===== config.mk =====
export PLATFORM = sky130hd
export DESIGN_NAME = seq_multiplier
export DESIGN_NICKNAME = d
export VERILOG_FILES = /design/src/rtl/seq_multiplier.sv
export SDC_FILE = /design/constraint.sdc
export NUM_CORES = 1
export LEC_CHECK = 0
export BUFFER_PORTS_ARGS = -buffer_cell sky130_fd_sc_hd__buf_2
export CORE_UTILIZATION = 55
export DETAILED_ROUTE_END_ITERATION = 6
export PLACE_DENSITY_LB_ADDON = 0.12
export SYNTH_ARGS = -nofsm -noshare
export SYNTH_HDL_FRONTEND = slang
export SYNTH_SLANG_ARGS = --single-unit

===== constraint.sdc =====
create_clock -name clk -period 5.65 [get_ports clk]
set_clock_uncertainty 0.15 [all_clocks]
set_input_delay 0.8475 -clock clk [delete_from_list [all_inputs] [get_ports clk]]
set_output_delay 0.8475 -clock clk [all_outputs]
set_load 0.03 [all_outputs]

===== src/rtl/seq_multiplier.sv =====
// Iterative radix-2 shift-add multiplier, WIDTH x WIDTH -> {hi,lo}.
// Serves MULT (signed_m=1) and MULTU (signed_m=0). Signed operands are
// reduced to magnitudes on accept; the sign is re-applied when the result
// is written, so the datapath itself is purely unsigned.
//
// Handshake: an operation is accepted on a rising edge where start=1 and
// ready=1; x, y and signed_m are sampled only at that edge. start while
// ready=0 is dropped, never queued. busy covers RUN and DONE. done pulses
// for exactly one cycle and hi/lo are valid from that cycle until the next
// done or reset. abort cancels an operation only while in RUN; done and
// ready are never high together.
//
// Cycle numbering: the accept edge closes cycle 0, iterations close
// cycles 1..WIDTH, done is high in cycle WIDTH+1, ready again in WIDTH+2.
module seq_multiplier #(
  parameter int WIDTH = 32
) (
  input  logic             clk,
  input  logic             rst,
  input  logic             start,
  input  logic             signed_m,
  input  logic [WIDTH-1:0] x,
  input  logic [WIDTH-1:0] y,
  input  logic             abort,
  output logic             ready,
  output logic             busy,
  output logic             done,
  output logic [WIDTH-1:0] hi,
  output logic [WIDTH-1:0] lo
);

  localparam int CNT_W = $clog2(WIDTH + 1);

  typedef enum logic [1:0] {
    IDLE = 2'd0,
    RUN  = 2'd1,
    DONE = 2'd2
  } state_t;

  state_t             state;
  logic [WIDTH-1:0]   mcand;
  logic [WIDTH-1:0]   mplr;
  logic [2*WIDTH-1:0] acc;
  logic               neg;
  logic [CNT_W-1:0]   cnt;

  logic [WIDTH-1:0]   x_mag;
  logic [WIDTH-1:0]   y_mag;
  logic               neg_in;
  logic [WIDTH:0]     sum;
  logic [2*WIDTH-1:0] acc_next;
  logic [2*WIDTH-1:0] prod;
  logic               last_iter;

  // Operand conditioning, one shift-add step, and final sign application.
  // -2^(WIDTH-1) negates to itself, which read as unsigned is the correct
  // magnitude, so no extra bit is needed. Negating zero yields zero.
  always_comb begin
    x_mag  = x;
    y_mag  = y;
    neg_in = 1'b0;
    if (signed_m) begin
      if (x[WIDTH-1]) x_mag = -x;
      if (y[WIDTH-1]) y_mag = -y;
      neg_in = x[WIDTH-1] ^ y[WIDTH-1];
    end
    sum       = {1'b0, acc[2*WIDTH-1:WIDTH]} + (mplr[0] ? {1'b0, mcand} : '0);
    acc_next  = (2*WIDTH)'({sum, acc[WIDTH-1:0]} >> 1);
    prod      = neg ? -acc_next : acc_next;
    last_iter = (cnt == CNT_W'(WIDTH - 1));
  end

  // Control FSM and datapath registers; all outputs are registered.
  always_ff @(posedge clk or negedge rst) begin
    if (!rst) begin
      state <= IDLE;
      ready <= 1'b1;
      busy  <= 1'b0;
      done  <= 1'b0;
      hi    <= '0;
      lo    <= '0;
      mcand <= '0;
      mplr  <= '0;
      acc   <= '0;
      neg   <= 1'b0;
      cnt   <= '0;
    end else begin
      case (state)
        IDLE: begin
          done <= 1'b0;
          // abort has no meaning here; start alone decides acceptance
          if (start) begin
            state <= RUN;
            ready <= 1'b0;
            busy  <= 1'b1;
            mcand <= x_mag;
            mplr  <= y_mag;
            neg   <= neg_in;
            acc   <= '0;
            cnt   <= '0;
          end
        end
        RUN: begin
          if (abort) begin
            // Flush: drop the operation, leave hi/lo as they were
            state <= IDLE;
            ready <= 1'b1;
            busy  <= 1'b0;
          end else begin
            acc  <= acc_next;
            mplr <= mplr >> 1;
            cnt  <= cnt + 1'b1;
            if (last_iter) begin
              state     <= DONE;
              done      <= 1'b1;
              {hi, lo}  <= prod;
            end
          end
        end
        DONE: begin
          state <= IDLE;
          done  <= 1'b0;
          busy  <= 1'b0;
          ready <= 1'b1;
        end
        default: begin
          state <= IDLE;
          done  <= 1'b0;
          busy  <= 1'b0;
          ready <= 1'b1;
        end
      endcase
    end
  end

endmodule


==> impl_metrics.py <==
metrics = {
    "clock_tree": {
        "cts_max_level": 1,
        "clockRootBuffer": "clkbuf_16",
        "clk_latency_ps": 520,
        "cts-buffers-inserted": 22,
        "hold_buffers": 0,
        "clockBufferDepth": 3,
        "cts_sinks": 203,
        "cts_tree": "yes",
        "post_cts_buffers": 0,
        "clkTransAtPathRegs_ps": 60,
        "ctsResizeCount": 0,
    },
    "route": {
        "via_per_inst": 5.92,
        "wire_per_inst_microns": 17.1,
        "num_vias": 10400,
        "drtIter0Drc": 578,
        "wirelength_microns": 30100,
        "drtPass1Iterations": 5,
        "remaining_drc_errors": 0,
        "ant_nets": 0,
    },
    "setup_path": {
        "r2r_cells": 13,
        "cpPeakStageDelay_ps": 680,
        "critPathRequiredTime_ps": 5870,
        "r2r-start": "mplr[0]",
        "crit_start": "mplr[0]",
        "cp_slowest_cell": "dfrtp_1",
        "endpoint_kind": "flip-flop",
        "arrival_ps": 5120,
        "r2r_slack_ps": 750,
        "crit_fanout": 33,
        "worstSetupEndpoint": "hi[30]",
        "path_class": "reg2reg",
        "setup.worst_path.start_class": "flip-flop",
        "path_cells": "and2_1, ha_1, fa_1, a21o_1, a221oi_4, nor4_2, or3_1, a221oi_2, nand3b_1, or4b_4, o41ai_2, xnor2_1, o21ai_1",
        "reg2reg_to": "hi[30]",
    },
    "place": {
        "dp.cells": 1719,
        "dp_hpwl_microns": 21800,
        "pre_cts_ws_ps": 804,
        "portBuffers": 135,
        "gp_congestion": 0.967,
    },
    "timing": {
        "rsz0062_at_grt": "false",
        "holdWs_ps": 278,
        "tns_ps": 0,
        "final.period_utilization": 0.866,
        "report.final.slew_viol_count": 0,
        "hold_viol": 0,
        "setup_viol": 0,
        "fin_crit_ps": 4900,
        "fmax_ghz": 0.204,
        "relSlewSlack": 0.358,
        "setup_ws_ps": 755,
        "worst_pin_slew_ps": 962,
    },
    "floorplan": {
        "num_rows": 54,
        "io_pins": 136,
        "die_area_sq_um": 23400,
        "die_width_microns": 153,
        "core_area_sq_um": 22100,
        "start_util": 0.567,
        "die_y_microns": 153,
    },
    "yosys": {
        "synth_fp_nets": 1483,
        "synth_enable_flop_cells": 0,
        "yosysWarnings": 0,
        "synth-adder-area-share": 0.0376,
        "postSynthCellCount": 1377,
        "synth-seq-area-share": 0.406,
        "syn-mean-instance-area_sq_um": 9.10,
        "synthArstFlopShare": 1.00,
        "synth.distinct_cells": 80,
        "synth_compound_area_frac": 0.249,
        "ys_seq_elements": 203,
        "synth_top_family_by_area": "compound AO/OA/AOI/OAI gates",
        "synth_xor_xnor_area_share": 0.0986,
        "ys.flop_type": "dfrtp_1",
        "synth-simple-area-share": 0.174,
        "syn_area_sq_um": 12500,
        "synthMuxAreaShare": 0.00480,
    },
    "finish": {
        "diodes": 0,
        "syn_to_final_growth_pct": 12.5,
        "layout.cells.non_filler": 1758,
        "final_common_cell": "dfrtp_1",
        "layout_common_cells": "202 x dfrtp_1, 182 x o21ai_0, 178 x nand2_1, 134 x buf_2, 86 x xor2_1",
        "drive_gt1_frac": 0.148,
        "fin_nets": 1569,
    },
    "grt": {
        "grt_pass1_wl_microns": 50500,
        "overflow": 0,
        "grt.total_usage": 0.263,
        "grt_max_degree": 105,
        "antenna_found_initial": 0,
        "first_global_vias": 9721,
    },
    "pwr": {
        "power_density_nw_per_um2": 349,
        "peakVddDrop_v": 0.000176,
        "leakage_nw": 6.51,
        "power.total_mw": 4.92,
    },
    "run_status": {
        "outcome": "complete, no violations",
    },
    "min_path": {
        "worst_hold_path_type": "in2async",
    },
    "run": {
        "drv_cap": 0,
    },
}
-- state kept, by name, indices dropped and copies added, names as in the netlist --
| register | cells |
|---|---|
| lo | 32 |
| neg | 1 |
| state | 2 |
| done | 1 |
| cnt | 6 |
| mplr | 32 |
| ready | 1 |
| acc | 63 |
| busy | 1 |
| mcand | 32 |
| hi | 32 |
-- layer usage --
metal | global-route usage | wire length [microns] | vias to the layer above
met1 | 0.394 | 14600 | 4838
met4 | 0.0673 | 625 | 0
met3 | 0.0448 | 1970 | 42
met5 | 0 | 0 | -
li1 | - | - | 5212
met2 | 0.394 | 12900 | 309
-- cells in the mapped netlist, types with 21 or more instances --
master    instances  share of area
and2_1           47          0.023
dfrtp_1         202           0.40
a22o_1           54          0.038
ha_1             36          0.036
clkbuf_1         69          0.021
xor2_1           86          0.060
o31ai_1          28          0.017
nand2_1         180          0.054
a21oi_1          64          0.026
a22oi_1          30          0.018
o21ai_0         182          0.073
xnor2_1          55          0.038
or3_1            21          0.010
nor2_1           50          0.015
-- cells by family after synthesis --
kind of cell               after synthesis
adders and majority gates               37
buffers and inverters                   99
xor gates and xnor gates               141
and+or+nand+nor                        425
AOI/OAI and AO/OA                      466
DFF                                    203
muxes                                    6
-- final cells by class --
| type | count | area (sq um) |
|---|---|---|
| Fill cell | 1940 | 8000 |
| Multi-Input combinational cell | 1075 | 7080 |
| Sequential cell | 203 | 5080 |
| Timing Repair Buffer | 144 | 764 |
| Clock buffer | 34 | 686 |
| Tap cell | 280 | 350 |
| Clock inverter | 5 | 63.8 |
| Inverter | 17 | 63.8 |
-- worst max-delay path, delay by kind of cell (launching register included) --
| kind | cells | cell delay (ps) |
|---|---|---|
| flip-flops | 1 | 680 |
| adder cells (fa/ha/maj) | 2 | 650 |
| AO/OA/AOI/OAI | 5 | 1480 |
| AND/OR/NAND/NOR | 5 | 1620 |
| XOR/XNOR | 1 | 160 |
-- through the flow --
stage	utilization	cell area (sq um)
floorplan	-	12500
global placement	0.604	13300
detailed placement	0.604	13300
CTS	0.638	14100
global route	0.638	14100
finish	0.638	14100
-- report_power, final --
group | internal (mW) | switching (mW) | leakage, nW
Combinational | 0.628 | 1.04 | 3.43
Sequential | 1.64 | 0.148 | 2.71
Clock | 0.880 | 0.584 | 0.368
-- worst min-delay path by stage --
stage	end	slack (ps)	cells after the start
6_report	hi[7]	280	1
5_1_grt	hi[7]	340	1
4_1_cts	hi[7]	310	1
3_5_place_dp	hi[13]	310	2
3_3_place_gp	hi[3]	310	2
2_1_floorplan	mcand[31]	290	2
(Power assumes the default switching activity.)
